==> config.mk <==
export PLATFORM = sky130hd
export DESIGN_NAME = mario_anim_ctrl
export DESIGN_NICKNAME = d
export VERILOG_FILES = /design/src/rtl/mario_anim_pkg.sv /design/src/rtl/mario_sprite_addr.sv /design/src/rtl/mario_anim_ctrl.sv
export SDC_FILE = /design/constraint.sdc
export NUM_CORES = 1
export LEC_CHECK = 0
export CORE_AREA = 4 4 125 127
export DETAILED_ROUTE_END_ITERATION = 10
export DIE_AREA = 0 0 129 131
export PLACE_DENSITY_LB_ADDON = 0.1
export SKIP_LAST_GASP = 1
export SYNTH_ARGS = -nofsm -noshare
export SYNTH_HDL_FRONTEND = slang
export SYNTH_HIERARCHICAL = 1
export SYNTH_SLANG_ARGS = --single-unit
==> constraint.sdc <==
create_clock -name Clk -period 6.45 [get_ports Clk]
set_input_delay 0.9675 -clock Clk [delete_from_list [all_inputs] [get_ports Clk]]
set_output_delay 0.9675 -clock Clk [all_outputs]
set_load 0.03 [all_outputs]
==> src/rtl/mario_anim_pkg.sv <==
// Shared types and constants for the player-sprite animation controller.
// Holds the frame enumeration, sprite geometry defaults, the size of one
// frame image inside the shared sprite ROM, the ROM address width and the
// transparent colour key.
package mario_anim_pkg;

  localparam int          SPR_W_DEF    = 26;
  localparam int          SPR_H_DEF    = 32;
  localparam int          WALK_DIV_DEF = 4;
  localparam int          ROM_LAT_DEF  = 1;
  localparam int          FRAME_WORDS  = 832;   // SPR_W_DEF * SPR_H_DEF
  localparam int          ROM_AW       = 13;    // 6 frames * 832 words = 4992
  localparam logic [23:0] TRANSP_KEY   = 24'hFF00FF;

  // Encoding doubles as the frame's slot index in the shared ROM.
  typedef enum logic [2:0] {
    FR_STAND = 3'd0,
    FR_WALK1 = 3'd1,
    FR_WALK2 = 3'd2,
    FR_WALK3 = 3'd3,
    FR_JUMP  = 3'd4,
    FR_DEAD  = 3'd5
  } frame_e;

  // Walk cycle order: WALK1 -> WALK2 -> WALK3 -> WALK1.
  function automatic frame_e next_walk(frame_e f);
    case (f)
      FR_WALK1: next_walk = FR_WALK2;
      FR_WALK2: next_walk = FR_WALK3;
      default:  next_walk = FR_WALK1;
    endcase
  endfunction

endpackage

==> src/rtl/mario_sprite_addr.sv <==
// Sprite ROM address generator (pipeline stage 1).
// Maps the current screen pixel into sprite-local coordinates, decides
// whether it lies inside the sprite box, applies horizontal mirroring and
// forms the shared-ROM address for the selected frame.
// Ports:
//   clk_i, reset_i     clock, synchronous active-high reset
//   draw_x_i/draw_y_i  current pixel position
//   spr_x_i/spr_y_i    sprite top-left corner (screen)
//   scroll_i           horizontal scroll offset
//   frame_i            current animation frame (frame_e encoding)
//   facing_left_i      mirror request
//   rom_addr_o         registered ROM read address
//   in_box_o           registered "pixel inside sprite" flag
module mario_sprite_addr
  import mario_anim_pkg::*;
#(
  parameter int SPR_W = SPR_W_DEF,
  parameter int SPR_H = SPR_H_DEF
) (
  input  logic              clk_i,
  input  logic              reset_i,
  input  logic [9:0]        draw_x_i,
  input  logic [9:0]        draw_y_i,
  input  logic [9:0]        spr_x_i,
  input  logic [9:0]        spr_y_i,
  input  logic [9:0]        scroll_i,
  input  logic [2:0]        frame_i,
  input  logic              facing_left_i,
  output logic [ROM_AW-1:0] rom_addr_o,
  output logic              in_box_o
);

  localparam int FW = SPR_W * SPR_H;

  logic [9:0]        rel_x;
  logic [9:0]        rel_y;
  logic [9:0]        col;
  logic              in_box;
  logic [ROM_AW-1:0] base;
  logic [ROM_AW-1:0] addr_d;
  logic [ROM_AW-1:0] rom_addr_q;
  logic              in_box_q;

  // NOTE: every signal assigned in always_comb gets a value on every path,
  // otherwise synthesis infers a latch to hold the old value.
  always_comb begin
    // Pixels left of / above the sprite wrap to large unsigned offsets and
    // so fail the box test without any signed arithmetic.
    rel_x  = draw_x_i - spr_x_i + scroll_i;
    rel_y  = draw_y_i - spr_y_i;
    in_box = (rel_x < 10'(SPR_W)) && (rel_y < 10'(SPR_H));
    // The death pose is stored only once, so it is never mirrored.
    col    = (facing_left_i && (frame_i != FR_DEAD)) ? 10'(SPR_W - 1) - rel_x : rel_x;
    base   = ROM_AW'(frame_i) * ROM_AW'(FW);
    addr_d = in_box ? base + ROM_AW'(rel_y) * ROM_AW'(SPR_W) + ROM_AW'(col) : base;
  end

  // NOTE: sequential state uses non-blocking assignments so every register
  // samples pre-edge values regardless of statement order.
  always_ff @(posedge clk_i) begin
    if (reset_i) begin
      rom_addr_q <= '0;
      in_box_q   <= 1'b0;
    end else begin
      rom_addr_q <= addr_d;
      in_box_q   <= in_box;
    end
  end

  assign rom_addr_o = rom_addr_q;
  assign in_box_o   = in_box_q;

endmodule

==> src/rtl/mario_anim_ctrl.sv <==
// Player-sprite animation sequencer and shared sprite-ROM scheduler.
// On each frame tick (rising edge of VGA_VS) it chooses the animation frame
// and facing; per pixel it issues a ROM address, aligns the in-box flag
// with the ROM data and produces the registered opaque flag and colour.
// Ports:
//   Clk, Reset               clock, synchronous active-high reset
//   frame_clk                VGA_VS, rising edge = frame tick
//   DrawX, DrawY             current pixel
//   mario_x, mario_y         sprite top-left corner
//   process                  horizontal scroll offset
//   move_left, move_right    motion requests
//   mario_in_air, mario_alive  player status
//   rom_addr / rom_data      shared sprite ROM interface
//   frame_id, facing_left    current frame and mirror flag
//   mario, mario_pic_out     opaque flag and pixel colour for color_mapper
module mario_anim_ctrl
  import mario_anim_pkg::*;
#(
  parameter int          SPR_W    = SPR_W_DEF,
  parameter int          SPR_H    = SPR_H_DEF,
  parameter int          WALK_DIV = WALK_DIV_DEF,
  parameter logic [23:0] TRANSP   = TRANSP_KEY,
  parameter int          ROM_LAT  = ROM_LAT_DEF
) (
  input  logic              Clk,
  input  logic              Reset,
  input  logic              frame_clk,
  input  logic [9:0]        DrawX,
  input  logic [9:0]        DrawY,
  input  logic [9:0]        mario_x,
  input  logic [9:0]        mario_y,
  input  logic [9:0]        process,
  input  logic              move_left,
  input  logic              move_right,
  input  logic              mario_in_air,
  input  logic              mario_alive,
  output logic [ROM_AW-1:0] rom_addr,
  input  logic [23:0]       rom_data,
  output logic [2:0]        frame_id,
  output logic              facing_left,
  output logic              mario,
  output logic [23:0]       mario_pic_out
);

  localparam int CNT_W = (WALK_DIV > 1) ? $clog2(WALK_DIV) : 1;

  logic             frame_clk_q;
  logic             tick;
  frame_e           state_q, state_d;
  logic [CNT_W-1:0] cnt_q, cnt_d;
  logic             facing_q, facing_d;
  logic             in_box_s1;
  logic [ROM_LAT-1:0] box_pipe_q;
  logic             box_aligned;
  logic             opaque;
  logic             mario_q;
  logic [23:0]      pic_q;

  // ---------------- frame tick ----------------
  always_ff @(posedge Clk) begin
    if (Reset) frame_clk_q <= 1'b0;
    else       frame_clk_q <= frame_clk;
  end

  assign tick = frame_clk & ~frame_clk_q;

  // ---------------- FSM: state register ----------------
  always_ff @(posedge Clk) begin
    if (Reset) begin
      state_q  <= FR_STAND;
      cnt_q    <= '0;
      facing_q <= 1'b0;
    end else begin
      state_q  <= state_d;
      cnt_q    <= cnt_d;
      facing_q <= facing_d;
    end
  end

  // ---------------- FSM: next state ----------------
  always_comb begin
    state_d  = state_q;
    cnt_d    = cnt_q;
    facing_d = facing_q;
    if (tick) begin
      if (!mario_alive || state_q == FR_DEAD) begin
        state_d = FR_DEAD;                    // sticky until Reset
      end else if (mario_in_air) begin
        state_d = FR_JUMP;
        cnt_d   = '0;
      end else begin
        if (move_left && !move_right) facing_d = 1'b1;
        if (move_right && !move_left) facing_d = 1'b0;
        if (move_left ^ move_right) begin
          if (state_q inside {FR_WALK1, FR_WALK2, FR_WALK3}) begin
            if (cnt_q == CNT_W'(WALK_DIV - 1)) begin
              cnt_d   = '0;
              state_d = next_walk(state_q);
            end else begin
              cnt_d = cnt_q + 1'b1;
            end
          end else begin
            state_d = FR_WALK1;
            cnt_d   = '0;
          end
        end else begin
          state_d = FR_STAND;
          cnt_d   = '0;
        end
      end
    end
  end

  // ---------------- FSM: outputs ----------------
  always_comb begin
    frame_id    = state_q;
    facing_left = facing_q;
  end

  // ---------------- stage 1: address generation ----------------
  mario_sprite_addr #(
    .SPR_W (SPR_W),
    .SPR_H (SPR_H)
  ) u_addr (
    .clk_i         (Clk),
    .reset_i       (Reset),
    .draw_x_i      (DrawX),
    .draw_y_i      (DrawY),
    .spr_x_i       (mario_x),
    .spr_y_i       (mario_y),
    .scroll_i      (process),
    .frame_i       (state_q),
    .facing_left_i (facing_q),
    .rom_addr_o    (rom_addr),
    .in_box_o      (in_box_s1)
  );

  // ---------------- ROM latency alignment ----------------
  // NOTE: the alignment flags are reset so a reset mid-line drops whatever
  // was in flight instead of letting stale in-box flags reach the output.
  always_ff @(posedge Clk) begin
    if (Reset) begin
      box_pipe_q <= '0;
    end else begin
      box_pipe_q[0] <= in_box_s1;
      for (int i = 1; i < ROM_LAT; i++) box_pipe_q[i] <= box_pipe_q[i-1];
    end
  end

  assign box_aligned = box_pipe_q[ROM_LAT-1];

  // ---------------- output stage ----------------
  assign opaque = box_aligned && (rom_data != TRANSP);

  always_ff @(posedge Clk) begin
    if (Reset) begin
      mario_q <= 1'b0;
      pic_q   <= '0;
    end else begin
      mario_q <= opaque;
      pic_q   <= opaque ? rom_data : 24'h0;
    end
  end

  assign mario         = mario_q;
  assign mario_pic_out = pic_q;

endmodule

==> results of run 1 <==
==> registers in the layout, summed over array words and instances (netlist names) <==
signal / cells
frame_clk_q: 1
cnt_q: 2
box_aligned: 1
u_addr/rom_addr_o: 13
facing_left: 1
u_addr/in_box_o: 1
mario: 1
frame_id: 3
mario_pic_out: 24
==> per-layer routing <==
layer / global-route usage / wire [um] / share of wire / vias up
li1: - / - / - / 2036
met1: 0.169 / 4900 / 0.46 / 1797
met2: 0.227 / 5230 / 0.49 / 66
met3: 0.0207 / 457 / 0.043 / 10
met4: 0.0167 / 76 / 0.0071 / 0
met5: 0 / 0 / 0 / -
==> path summary, 6_finish.rpt <==
kind / start / end / slack, ns
min reg2reg: u_addr/in_box_o / box_aligned / 0.45
max reg2reg: frame_id[1] / u_addr/rom_addr_o[12] / 2.50
max: DrawY[0] / u_addr/rom_addr_o[12] / 0.38
min: u_addr/in_box_o / box_aligned / 0.45
==> where the power goes <==
group          total, mW  internal [mW]  switching, mW
Sequential         0.300          0.296        0.00433
Clock              0.295          0.183          0.112
Combinational       2.24           1.12           1.12
Total               2.84           1.60           1.24
==> logic make-up (layout without fill, tap and decap cells) <==
group                    after synthesis  after routing
adder cells (fa/ha/maj)               91             91
multiplexers                           4              4
AO/OA/AOI/OAI                         94             94
buffers and inverters                110            257
flip-flops                            47             47
XOR/XNOR                              41             41
AND/OR/NAND/NOR                      133            133
==> layout by cell type (no fill, tap or decap), types with 2 or more instances in the layout <==
cell / count
clkdlybuf4s50_1: 122
inv_1: 102
ha_1: 68
dfxtp_1: 47
nor2_1: 27
buf_4: 25
a21oi_1: 24
xnor2_1: 24
fa_1: 22
o21ai_0: 18
xor2_1: 16
nand2_1: 15
a21o_1: 12
and2_1: 9
and2_4: 9
nor3_1: 9
nor2b_1: 8
and2_2: 8
nor3b_1: 7
nand3_1: 7
clkbuf_16: 5
a211oi_1: 5
and3_1: 4
nand4_1: 3
nor4b_1: 3
nand2b_1: 3
or3_1: 3
mux2i_1: 3
a31oi_1: 3
o2111a_1: 3
o21a_1: 3
a221oi_1: 2
a311oi_1: 2
nor4_1: 2
or4b_1: 2
nand3b_1: 2
==> cell type report <==
cell class	count	area, sq um
Fill cell	1466	8060
Timing Repair Buffer	147	1410
Multi-Input combinational cell	363	3230
Sequential cell	47	941
Clock inverter	3	43.8
Inverter	102	383
Clock buffer	5	125
Tap cell	184	230
==> critical path, delay by kind of cell <==
kind	cells	cell delay, ns
adders and majority gates	7	2.69
xor gates and xnor gates	2	0.35
and+or+nand+nor	1	0.08
buffers and inverters	6	0.70
AOI/OAI and AO/OA	9	1.49
==> stage by stage <==
stage	util	power (mW)	setup WS, ns	setup TNS, ns	area (sq um)
floorplan	-	1.96	0.604	0	4590
global placement	0.429	2.56	-0.0208	-0.0208	6180
detailed placement	0.429	2.57	-0.0725	-0.0725	6180
CTS	0.440	2.88	0.214	0	6350
global route	0.441	3.18	0.0549	0	6360
finish	0.441	2.84	0.378	0	6360
==> metrics, run 1 <==
status=completed; H-tree levels=2; Fin Hold WS=0.453 ns; register area share after synthesis=0.205; TritonCTS clock tree=yes; total number of vias=3,909; Core Area=14,400 sq um; Synth Area in XOR/XNOR=0.0812; clk root buf=clkbuf_16; vias per cell=about 4.6; worst r2r path cells=16; dpl cells=about 840; IO Port Bufs=122; RSZ-0062 raised after global routing=false; Critical-path top delay cell=fa_1; CTS buffer count=5; CTS Sinks=47; crit start category=primary input; Post-Synthesis Cells=520; Syn Area/Cell=roughly 8.8 sq um; Initial Util=0.318; DR WL/cell=around 13 um; Clock transition at path regs=0.06 ns; asr flop ratio synth=0; max incr delay on CP=0.56 ns; Hold Path Stages=1; Lkg Pwr=3.00 nW; Worst Path Required=6.65 ns; clk_lat worst skew=0.29 ns; CTS max path bufs=2; Final Skew=0.00397 ns; top cells by count, synth=102 x inv_1, 68 x ha_1, 47 x dfxtp_1; Max-cap violations=0; Synth area leaders=dfxtp_1 20%, ha_1 19%, fa_1 10%, inv_1 8.3%, xnor2_1 4.6%; Final Non-Filler Cells=around 850; Syn Std Cell Area=4590 sq um; mux contribution to synthesized area=0.00899; simple-gate area share of the yosys netlist=0.180; nets=838; Post-synth EDFFs=0; die height=about 130 um; Setup crit end kind=register; crit share post-route=0.941; critical path type=in -> reg; critical path peak fanout=3; area grow syn2layout=38.6%; worst slew pin tran=0.903 ns; wirelength, routed=around 11,000 um; cell repeated most along the worst path=inv_1; final setup violation count=0; final number of max-transition violations=0; DR pass1 iterations=4; CTS resizes=0; initial antenna violation count=0; Placement Rows=44; vias in the first global route=~3,900; die width=129 um; final hold violations=0; ANT cells=0; dpl hpwl=approximately 9000 um; DRT iter0 DRCs=186; Post-Synth Adder-Cell Area=0.286; most common cell in the synthesized netlist=inv_1; main combinational cell family by area after synthesis=adder cells; dominant cell type by area after synthesis=dfxtp_1; all-layer global routing usage=0.128; Yosys cell types=69; Post-route DRC=0; hold-fix buffers at CTS=0; Yosys top cell area share=0.205; Antenna Nets Post-Route=0; GP Congestion=0.774; layout cells sized above 1=0.0990; setup bufs post-CTS=0; Synthesized Nets=just under 700; I/O pin cnt=123; data arrival time of the critical path=6.27 ns; Top FF cell, synth=dfxtp_1; pin count of the biggest net entering global routing=24; Slew HR=0.396; Cell Pwr Density=approximately 450 nW/um^2; Compound-Gate Fraction of Synth Area=0.146; die area=roughly 17,000 sq um; synth warn=6; Yosys reg bits=47; GR Overflow Total=0; worst vdd ir=0.000643 V; Hold Path Class=reg -> reg; max frequency=0.165 GHz; first-pass GRT wire length=17,900 um; Final Critical Period=6.07 ns
(Power assumes the default switching activity.)
==> run 2, diff against run 1 <==
--- a/config.mk
+++ b/config.mk
@@ -5,6 +5,7 @@
 export SDC_FILE = /design/constraint.sdc
 export NUM_CORES = 1
 export LEC_CHECK = 0
+export ABC_AREA = 0
 export CORE_AREA = 4 4 125 127
 export DETAILED_ROUTE_END_ITERATION = 10
 export DIE_AREA = 0 0 129 131
==> results of run 2 <==
Final layout, timing and power as in run 1 (identical DEF).
